## src/rtl/multi_pulse_gen_pkg.sv

```systemverilog
// Shared definitions for the multi-channel pulse generator: channel state
// encoding, power-up configuration and the start-time legality rule.
package multi_pulse_gen_pkg;

  typedef enum logic [1:0] {
    ST_IDLE  = 2'd0,
    ST_DELAY = 2'd1,
    ST_HIGH  = 2'd2,
    ST_LOW   = 2'd3
  } ch_state_e;

  localparam int DEF_DELAY  = 0;
  localparam int DEF_WIDTH  = 1;
  localparam int DEF_PERIOD = 2;
  localparam int DEF_BURST  = 1;

  // A run needs at least one high cycle and at least one low cycle per period.
  function automatic logic cfg_legal(input logic [63:0] width, input logic [63:0] period);
    return (width != 64'd0) && (period > width);
  endfunction

endpackage

```

## src/rtl/multi_pulse_gen_ch.sv

```systemverilog
// One pulse-generator channel: programmable config, working copy latched at
// start, IDLE/DELAY/HIGH/LOW sequencer and the cycle/burst counters.
module pulse_gen_ch
  import multi_pulse_gen_pkg::*;
#(
  parameter int CNT_W   = 32,
  parameter int BURST_W = 16
) (
  input  logic               i_clk,
  input  logic               i_rst_n,
  input  logic               i_en,
  input  logic               i_cfg_we,
  input  logic [CNT_W-1:0]   i_cfg_delay,
  input  logic [CNT_W-1:0]   i_cfg_width,
  input  logic [CNT_W-1:0]   i_cfg_period,
  input  logic [BURST_W-1:0] i_cfg_burst,
  input  logic               i_start,
  input  logic               i_stop,
  output logic               o_pulse,
  output logic               o_busy,
  output logic               o_done,
  output logic               o_err
);

  logic [CNT_W-1:0]   cfg_delay, cfg_width, cfg_period;
  logic [BURST_W-1:0] cfg_burst;
  logic [CNT_W-1:0]   wk_width, wk_period, cnt;
  logic [BURST_W-1:0] wk_burst, burst_cnt;
  ch_state_e          state;

  logic abort, start_go, legal, cnt_zero, last_pulse;

  assign abort      = (state != ST_IDLE) && (!i_en || i_stop);
  assign start_go   = (state == ST_IDLE) && i_start && i_en && !i_stop;
  assign legal      = cfg_legal(64'(cfg_width), 64'(cfg_period));
  assign cnt_zero   = (cnt == '0);
  assign last_pulse = (wk_burst != '0) && (burst_cnt == wk_burst - BURST_W'(1));
  assign o_busy     = (state != ST_IDLE);

  always_ff @(posedge i_clk or negedge i_rst_n) begin
    if (!i_rst_n) begin
      cfg_delay  <= CNT_W'(DEF_DELAY);
      cfg_width  <= CNT_W'(DEF_WIDTH);
      cfg_period <= CNT_W'(DEF_PERIOD);
      cfg_burst  <= BURST_W'(DEF_BURST);
    end else if (i_cfg_we) begin
      cfg_delay  <= i_cfg_delay;
      cfg_width  <= i_cfg_width;
      cfg_period <= i_cfg_period;
      cfg_burst  <= i_cfg_burst;
    end
  end

  // Working copies and counters are only meaningful outside IDLE, so they carry no reset.
  always_ff @(posedge i_clk) begin
    if (start_go && legal) begin
      wk_width  <= cfg_width;
      wk_period <= cfg_period;
      wk_burst  <= cfg_burst;
      cnt       <= cfg_delay;
      burst_cnt <= '0;
    end else if (!abort) begin
      case (state)
        ST_DELAY, ST_LOW: cnt <= cnt_zero ? wk_width - CNT_W'(1) : cnt - CNT_W'(1);
        ST_HIGH: begin
          if (cnt_zero) begin
            cnt <= wk_period - wk_width - CNT_W'(1);
            if (wk_burst != '0 && burst_cnt != '1) burst_cnt <= burst_cnt + BURST_W'(1);
          end else begin
            cnt <= cnt - CNT_W'(1);
          end
        end
        default: ;
      endcase
    end
  end

  always_ff @(posedge i_clk or negedge i_rst_n) begin
    if (!i_rst_n) begin
      state   <= ST_IDLE;
      o_pulse <= 1'b0;
      o_done  <= 1'b0;
      o_err   <= 1'b0;
    end else begin
      o_done <= 1'b0;
      o_err  <= 1'b0;
      if (abort) begin
        state   <= ST_IDLE;
        o_pulse <= 1'b0;
      end else begin
        case (state)
          ST_IDLE: begin
            if (start_go) begin
              if (legal) state <= ST_DELAY;
              else       o_err <= 1'b1;
            end
          end
          ST_DELAY, ST_LOW: begin
            if (cnt_zero) begin
              state   <= ST_HIGH;
              o_pulse <= 1'b1;
            end
          end
          ST_HIGH: begin
            if (cnt_zero) begin
              o_pulse <= 1'b0;
              // The final pulse of a finite burst returns straight to IDLE.
              if (last_pulse) begin
                state  <= ST_IDLE;
                o_done <= 1'b1;
              end else begin
                state <= ST_LOW;
              end
            end
          end
          default: state <= ST_IDLE;
        endcase
      end
    end
  end

endmodule

```

## src/rtl/multi_pulse_gen.sv

```systemverilog
// N-channel programmable pulse generator: routes config writes to the
// addressed channel and replicates the per-channel engine.
module multi_pulse_gen
  import multi_pulse_gen_pkg::*;
#(
  parameter int N_CH    = 4,
  parameter int CNT_W   = 32,
  parameter int BURST_W = 16,
  parameter int CH_W    = 2
) (
  input  logic               i_clk,
  input  logic               i_rst_n,
  input  logic               i_en,
  input  logic               i_cfg_we,
  input  logic [CH_W-1:0]    i_cfg_ch,
  input  logic [CNT_W-1:0]   i_cfg_delay,
  input  logic [CNT_W-1:0]   i_cfg_width,
  input  logic [CNT_W-1:0]   i_cfg_period,
  input  logic [BURST_W-1:0] i_cfg_burst,
  input  logic [N_CH-1:0]    i_start,
  input  logic [N_CH-1:0]    i_stop,
  output logic [N_CH-1:0]    o_pulse,
  output logic [N_CH-1:0]    o_busy,
  output logic [N_CH-1:0]    o_done,
  output logic [N_CH-1:0]    o_err
);

  logic [N_CH-1:0] ch_we;

  // Writes addressed beyond N_CH-1 match no channel and are dropped.
  for (genvar i = 0; i < N_CH; i++) begin : g_ch
    assign ch_we[i] = i_cfg_we && (i_cfg_ch == CH_W'(i));

    pulse_gen_ch #(
      .CNT_W   (CNT_W),
      .BURST_W (BURST_W)
    ) u_ch (
      .i_clk        (i_clk),
      .i_rst_n      (i_rst_n),
      .i_en         (i_en),
      .i_cfg_we     (ch_we[i]),
      .i_cfg_delay  (i_cfg_delay),
      .i_cfg_width  (i_cfg_width),
      .i_cfg_period (i_cfg_period),
      .i_cfg_burst  (i_cfg_burst),
      .i_start      (i_start[i]),
      .i_stop       (i_stop[i]),
      .o_pulse      (o_pulse[i]),
      .o_busy       (o_busy[i]),
      .o_done       (o_done[i]),
      .o_err        (o_err[i])
    );
  end

endmodule
```

## config.mk

```make
export PLATFORM = sky130hd
export DESIGN_NAME = multi_pulse_gen
export DESIGN_NICKNAME = d
export VERILOG_FILES = /design/src/rtl/multi_pulse_gen_pkg.sv /design/src/rtl/multi_pulse_gen_ch.sv /design/src/rtl/multi_pulse_gen.sv
export SDC_FILE = /design/constraint.sdc
export NUM_CORES = 2
export LEC_CHECK = 0
export CORE_ASPECT_RATIO = 1.25
export CORE_MARGIN = 2
export CORE_UTILIZATION = 40
export CTS_BUF_LIST = sky130_fd_sc_hd__clkbuf_8
export DETAILED_ROUTE_END_ITERATION = 6
export REMOVE_ABC_BUFFERS = 1
export SYNTH_ARGS = -nofsm -noshare
export SYNTH_HDL_FRONTEND = slang
export SYNTH_SLANG_ARGS = --single-unit
```

## constraint.sdc

```tcl
create_clock -name i_clk -period 12.4 [get_ports i_clk]
set_input_delay 2.48 -clock i_clk [delete_from_list [all_inputs] [get_ports i_clk]]
set_output_delay 2.48 -clock i_clk [all_outputs]
set_load 0.01 [all_outputs]
```

# Word level (Yosys, flattened, before mapping)
# Index checks and enable logic that the tools add are counted.
# totals
in_bits	126
out_inout_bits	16
elab_cells	317
register_bits	980
# op_classes
n_eq_ne	43
n_mux	96
reduce_logical	94
bitwise	4
n_lt_le_gt_ge	4
n_addsub	24
# ops
cell	n
$mux 32	16
$sub 32x1->32 const B	12
$pmux 32 s2	4
$gt 32x32->1	4
$logic_not 32->1	4
$reduce_bool 32->1	4
$sub 32x32->32	4
$add 16x1->16 const B	4
$eq 16x16->1	4
$ne 16x16->1 const B	4
$reduce_bool 16->1	4
$sub 16x1->16 const B	4
$mux 2	24
$ne 3x1->1 const B	16
$mux 1	44
$logic_and 1x1->1	36
$reduce_and 4->1	8
$pmux 2 s3	4
$reduce_bool 3->1	8
$eq 2x2->1 const B	10
$reduce_and 3->1	4
$eq 2x1->1 const B	5
$logic_not 2->1	5
$ne 2x2->1 const B	4
other kinds (7)	29

# Logic depth before layout (Yosys ltp)
# depth
word_depth	7
ltp_mapped	15

# Cells and area by module
# From an unflattened synthesis, not the netlist that was laid out.
# unflattened
hier_cells	5339
area_unflattened_um2	55089.1
# modules_own_cells
mod	area_per_inst_um2	instances	cells_per_inst
pulse_gen_ch at g_ch[0].u_ch ...	13713.2	2	1326
pulse_gen_ch at g_ch[3].u_ch	13822.0	1	1339
pulse_gen_ch at g_ch[2].u_ch	13803.2	1	1344
multi_pulse_gen	37.5	1	4

# Least setup slack after synthesis
# Ideal clock, no wire load.
# synth_timing
path_kind	input-to-reg
startpoint	in i_en
endpoint	reg g_ch[3].u_ch.wk_burst[0], enable pin
stages	5
t_arrival_ps	6061
slack_ps	5863
n_path_buf	2
path_cell_list	nor2b_1 -> nand3_1 -> a311oi_1 -> clkbuf_1 -> clkbuf_1
# synth_via
elab_chain_cells	3
# synth_rtl
element	line	text
from (decl)	multi_pulse_gen.sv:13	input logic i_en,
$logic_and 1x1->1 (2 in a row)	multi_pulse_gen_ch.sv:34	assign start_go = (state == ST_IDLE) && i_start && i_en && !i_stop;
$logic_and 1x1->1	multi_pulse_gen_ch.sv:56	if (start_go && legal) begin
to (signal assigned)	multi_pulse_gen_ch.sv:59	wk_burst <= cfg_burst;
to (decl)	multi_pulse_gen_ch.sv:28	logic [BURST_W-1:0] wk_burst, burst_cnt;
# No other way between the ends.
# A chain may end at the register's enable or synchronous reset.

# Worst setup path after layout
# layout_timing
startpoint	in i_en
endpoint	reg g_ch[1].u_ch.cnt[27], data pin
# layout_via
elab_chain_cells	4
# layout_rtl
element	line	text
$logic_and 1x1->1 (2 in a row)	multi_pulse_gen_ch.sv:34	
$logic_and 1x1->1	multi_pulse_gen_ch.sv:56	
$mux 32	multi_pulse_gen_ch.sv:56	
to (signal assigned)	multi_pulse_gen_ch.sv:60	cnt <= cfg_delay;
to (signal assigned)	multi_pulse_gen_ch.sv:64	ST_DELAY, ST_LOW: cnt <= cnt_zero ? wk_width - CNT_W'(1) : cnt - CNT_W'(1);
to (signal assigned)	multi_pulse_gen_ch.sv:67	cnt <= wk_period - wk_width - CNT_W'(1);
to (decl)	multi_pulse_gen_ch.sv:27	logic [CNT_W-1:0] wk_width, wk_period, cnt;
# No other way between the ends.

==> impl_results.md <==
- Drt pass-1 iters: 5
- Largest family of logic cells by synthesized area: simple AND/OR/NAND/NOR gates
- Syn Area/Cell: 10.8 um^2
- Vias: 38,400
- Max Transition Viols Final: 0
- Met2 Use GR: 38.9%
- Worst Hold Class: reg2reg
- Clock Latency Late Sink: 0.89 ns
- Commonest non-fill, non-tap cell in the layout: dfrtp_1
- Hold_buf cts: 0
- Sequential cell area fraction in the yosys report: 49.5%
- CP Class: in2reg
- Post-synthesis adder-cell area fraction: 6.52%
- CTS Sinks: 980
- Crit. End Element: flop
- Post-route antenna net violation count: 0
- Slew headroom: 21.1%
- Setup-failing EPs final: 0
- Via density: 5.50
- Final hold violations: 0
- Core Util, Final: 45.4%
- Yosys warnings: 0
- Largest net degree at the start of global routing: 150
- Routability Congestion: 0.899
- DIE HEIGHT: 413 um
- Initial antenna violation count: 11
- Tcrit/Tclk final: 43.6%
- Arrival time worst endpoint: 6.11 ns
- Final Non-Filler Cells: 6,985
- CTS tree: built
- DRT iter0 DRCs: 2,932
- Area Overhead vs Synth: 12.3%
- Deepest clock path buffer count: 3
- Chip Width: 331 um
- Io pins: 142
- CP peak stage delay: 0.93 ns
- Met1 usage in global routing: 28.6%
- Most frequent cells in the layout: dfrtp_1, edfxtp_1, mux2_2, inv_1, nand2_1
- Layout Nets: 5,506
- Global-route wire length before repair: 234 mm
- P per Cell Area: 141 nW/um^2
- Layout filler cell count: 12,500
- Async SR Flop Fraction: 47.8%
- Gr ovfl total: 0
- GR peak layer: met2
- Static Leak: 0.0238 uW
- IO buf count: 141
- Synth Area in Compound Gates: 11.3%
- FMAX: 185 MHz
- CP Max Fanout: 96
- Synth Area in Simple Gates: 12.4%
- CP Cell Sequence: clkdlybuf4s50_1 > buf_4 > nor2b_1 > nand3_1 > nor2_1 > and3_4 > buf_4 > nor2_1 > a221oi_1
- Met3 usage: 3.19%
- Number of global-route vias before repair: 38,000
- Routed wire per std cell: 22.1 um
- PostCTS Resize Cnt: 0
- Worst Path Buf+Inv: 3
- Yosys cell types: 89
- Mux contribution to synthesized area: 9.48%
- Remaining DRCs: 0
- Setup bufs post-CTS: 0
- All-Layer GR Usage: 22.8%
- H-tree depth: 4
- Post-Syn Area: 53,400 um^2
- Share of layout cells above drive strength 1: 14.4%
- Max-cap violations: 0
- Core Rows: 149
- Post-synth EDFFs: 448
- RSZ-0062 raised after global routing: no
- Clock skew: 0.0475 ns
- Post-Place Cells: 6,677
- Clk slew on worst S/H paths: 0.06 ns
- Startpoint Class: input port
- Starting Density: 40.4%
- Post-synth top flop: dfrtp_1
- CTS Buf Count: 161
- Core area: 132,000 um^2
- Seq cells post-synth: 980
- Clock Root Buffer: clkbuf_8
- Status: finished, final reports clean
- Total die area: 137,000 um^2
- Syn Inst Count: 4,941
- Worst path top cell family by delay: simple AND/OR/NAND/NOR gates
- Synth Area in XOR/XNOR: 7.15%
- VDD IR max: 0.0850 mV
- Tmin final: 5.41 ns
- Critical Path RT: 13.10 ns
- Slowest CP cell: buf_4
- WL final: 155 mm
- Worst-Margin Slew: 1.17 ns
- Hpwl dp: 117 mm
-- where the power goes --
| group | switching [uW] | internal (uW) | leakage [uW] |
|---|---|---|---|
| combinational | 722 | 634 | 0.0118 |
| sequential | 329 | 3850 | 0.0102 |
| clock | 1390 | 1540 | 0.00189 |
-- routing by layer --
metal	part of all wire [%]	wire length [um]	vias to the layer above
met3	4.2	6540	254
met2	50	76500	932
met5	0.014	21	-
met1	42	64900	18900
met4	4.2	6550	4
li1	-	-	18300
-- final timing paths --
kind                                                                to                              startpoint  slack (ns)  cells after the start
max in group asynchronous       g_ch[1].u_ch.cfg_delay[23]$_DFFE_PN0P_                                 i_rst_n        8.53                      3
worst max-delay path                    g_ch[1].u_ch.cnt[27]$_DFFE_PP_                                    i_en        6.99                      9
worst max register to register          g_ch[1].u_ch.cnt[27]$_DFFE_PP_  g_ch[1].u_ch.cfg_width[15]$_DFFE_PN0P_        7.07                     10
min in group asynchronous                 g_ch[3].u_ch.o_err$_DFF_PN0_                                 i_rst_n        1.57                      1
worst min register to register      g_ch[2].u_ch.wk_burst[5]$_DFFE_PP_   g_ch[2].u_ch.cfg_burst[5]$_DFFE_PN0P_        0.44                      0
worst min-delay path                g_ch[2].u_ch.wk_burst[5]$_DFFE_PP_   g_ch[2].u_ch.cfg_burst[5]$_DFFE_PN0P_        0.44                      0
-- layout make-up --
class | instances | area [um^2] | share of cell area (%)
Clock buffer | 187 | 2570 | 4.29
Inverter | 333 | 1250 | 2.08
Tap cell | 1736 | 2170 | 3.62
Sequential cell | 980 | 26500 | 44.1
Clock inverter | 115 | 738 | 1.23
Multi-Input combinational cell | 3451 | 25100 | 41.8
Timing Repair Buffer | 177 | 1710 | 2.85
Antenna cell | 6 | 15.0 | 0.0250
-- synth_stat cells (all sizes together) (29+ instances only) --
master / count / area [um^2]
dfrtp: 456 / 11400
edfxtp: 448 / 13500
mux2: 427 / 4810
nand2: 335 / 1260
inv: 333 / 1250
nor2: 322 / 1220
o21ai: 281 / 1410
ha: 272 / 3400
xnor2: 266 / 2330
a21oi: 221 / 1110
xor2: 170 / 1490
clkbuf: 145 / 544
nor3: 145 / 741
a21o: 119 / 893
nand3: 103 / 521
nor4: 95 / 622
nand4: 84 / 532
dfxtp: 64 / 1280
or3: 46 / 288
a211oi: 44 / 330
o211ai: 44 / 330
or4: 44 / 338
a31oi: 36 / 225
and3: 33 / 206
buf: 32 / 181
nand2b: 31 / 194
nor2b: 29 / 181
-- kinds of logic after synthesis --
| kind of cell | after synthesis |
|---|---|
| multiplexers | 453 |
| flip-flops | 980 |
| XOR/XNOR | 436 |
| adder cells (fa/ha/maj) | 276 |
| AND/OR/NAND/NOR | 1335 |
| buffers and inverters | 510 |
| AO/OA/AOI/OAI | 951 |
-- per-stage QoR --
| stage | setup WS (ns) | hold WS (ns) | setup TNS, ns | instance area (um^2) | power, uW |
|---|---|---|---|---|---|
| after global routing | 6.64 | 0.442 | 0 | 60000 | 8890 |
| final | 6.99 | 0.439 | 0 | 60000 | 8460 |
| after CTS | 7.04 | 0.429 | 0 | 60000 | 8550 |
| after detailed placement | 6.01 | 0.428 | 0 | 56700 | 5600 |
| after floorplan | -3.08 | 0.419 | -284.38 | 52700 | 5090 |
| after global placement | 6.09 | 0.425 | 0 | 56700 | 5550 |
-- sequential cells by signal, summed over array words and instances (netlist names), 128 cells and up --
signal	cells
g_ch.u_ch.cfg_delay	128
g_ch.u_ch.cfg_period	128
g_ch.u_ch.cfg_width	128
g_ch.u_ch.cnt	128
g_ch.u_ch.wk_period	128
g_ch.u_ch.wk_width	128
-- worst reg2reg max path, cell delays in order (launching register included) --
cell and delay, ns:
dfrtp_1 0.44, inv_1 0.08, ha_1 0.30, nand3_1 0.12, nor3_1 0.80, a21oi_1 0.40, o221ai_1 0.59, and3_4 0.92
buf_4 0.94, nor2_1 0.28, a221oi_1 0.29
Power figures use the tool's default switching activity.
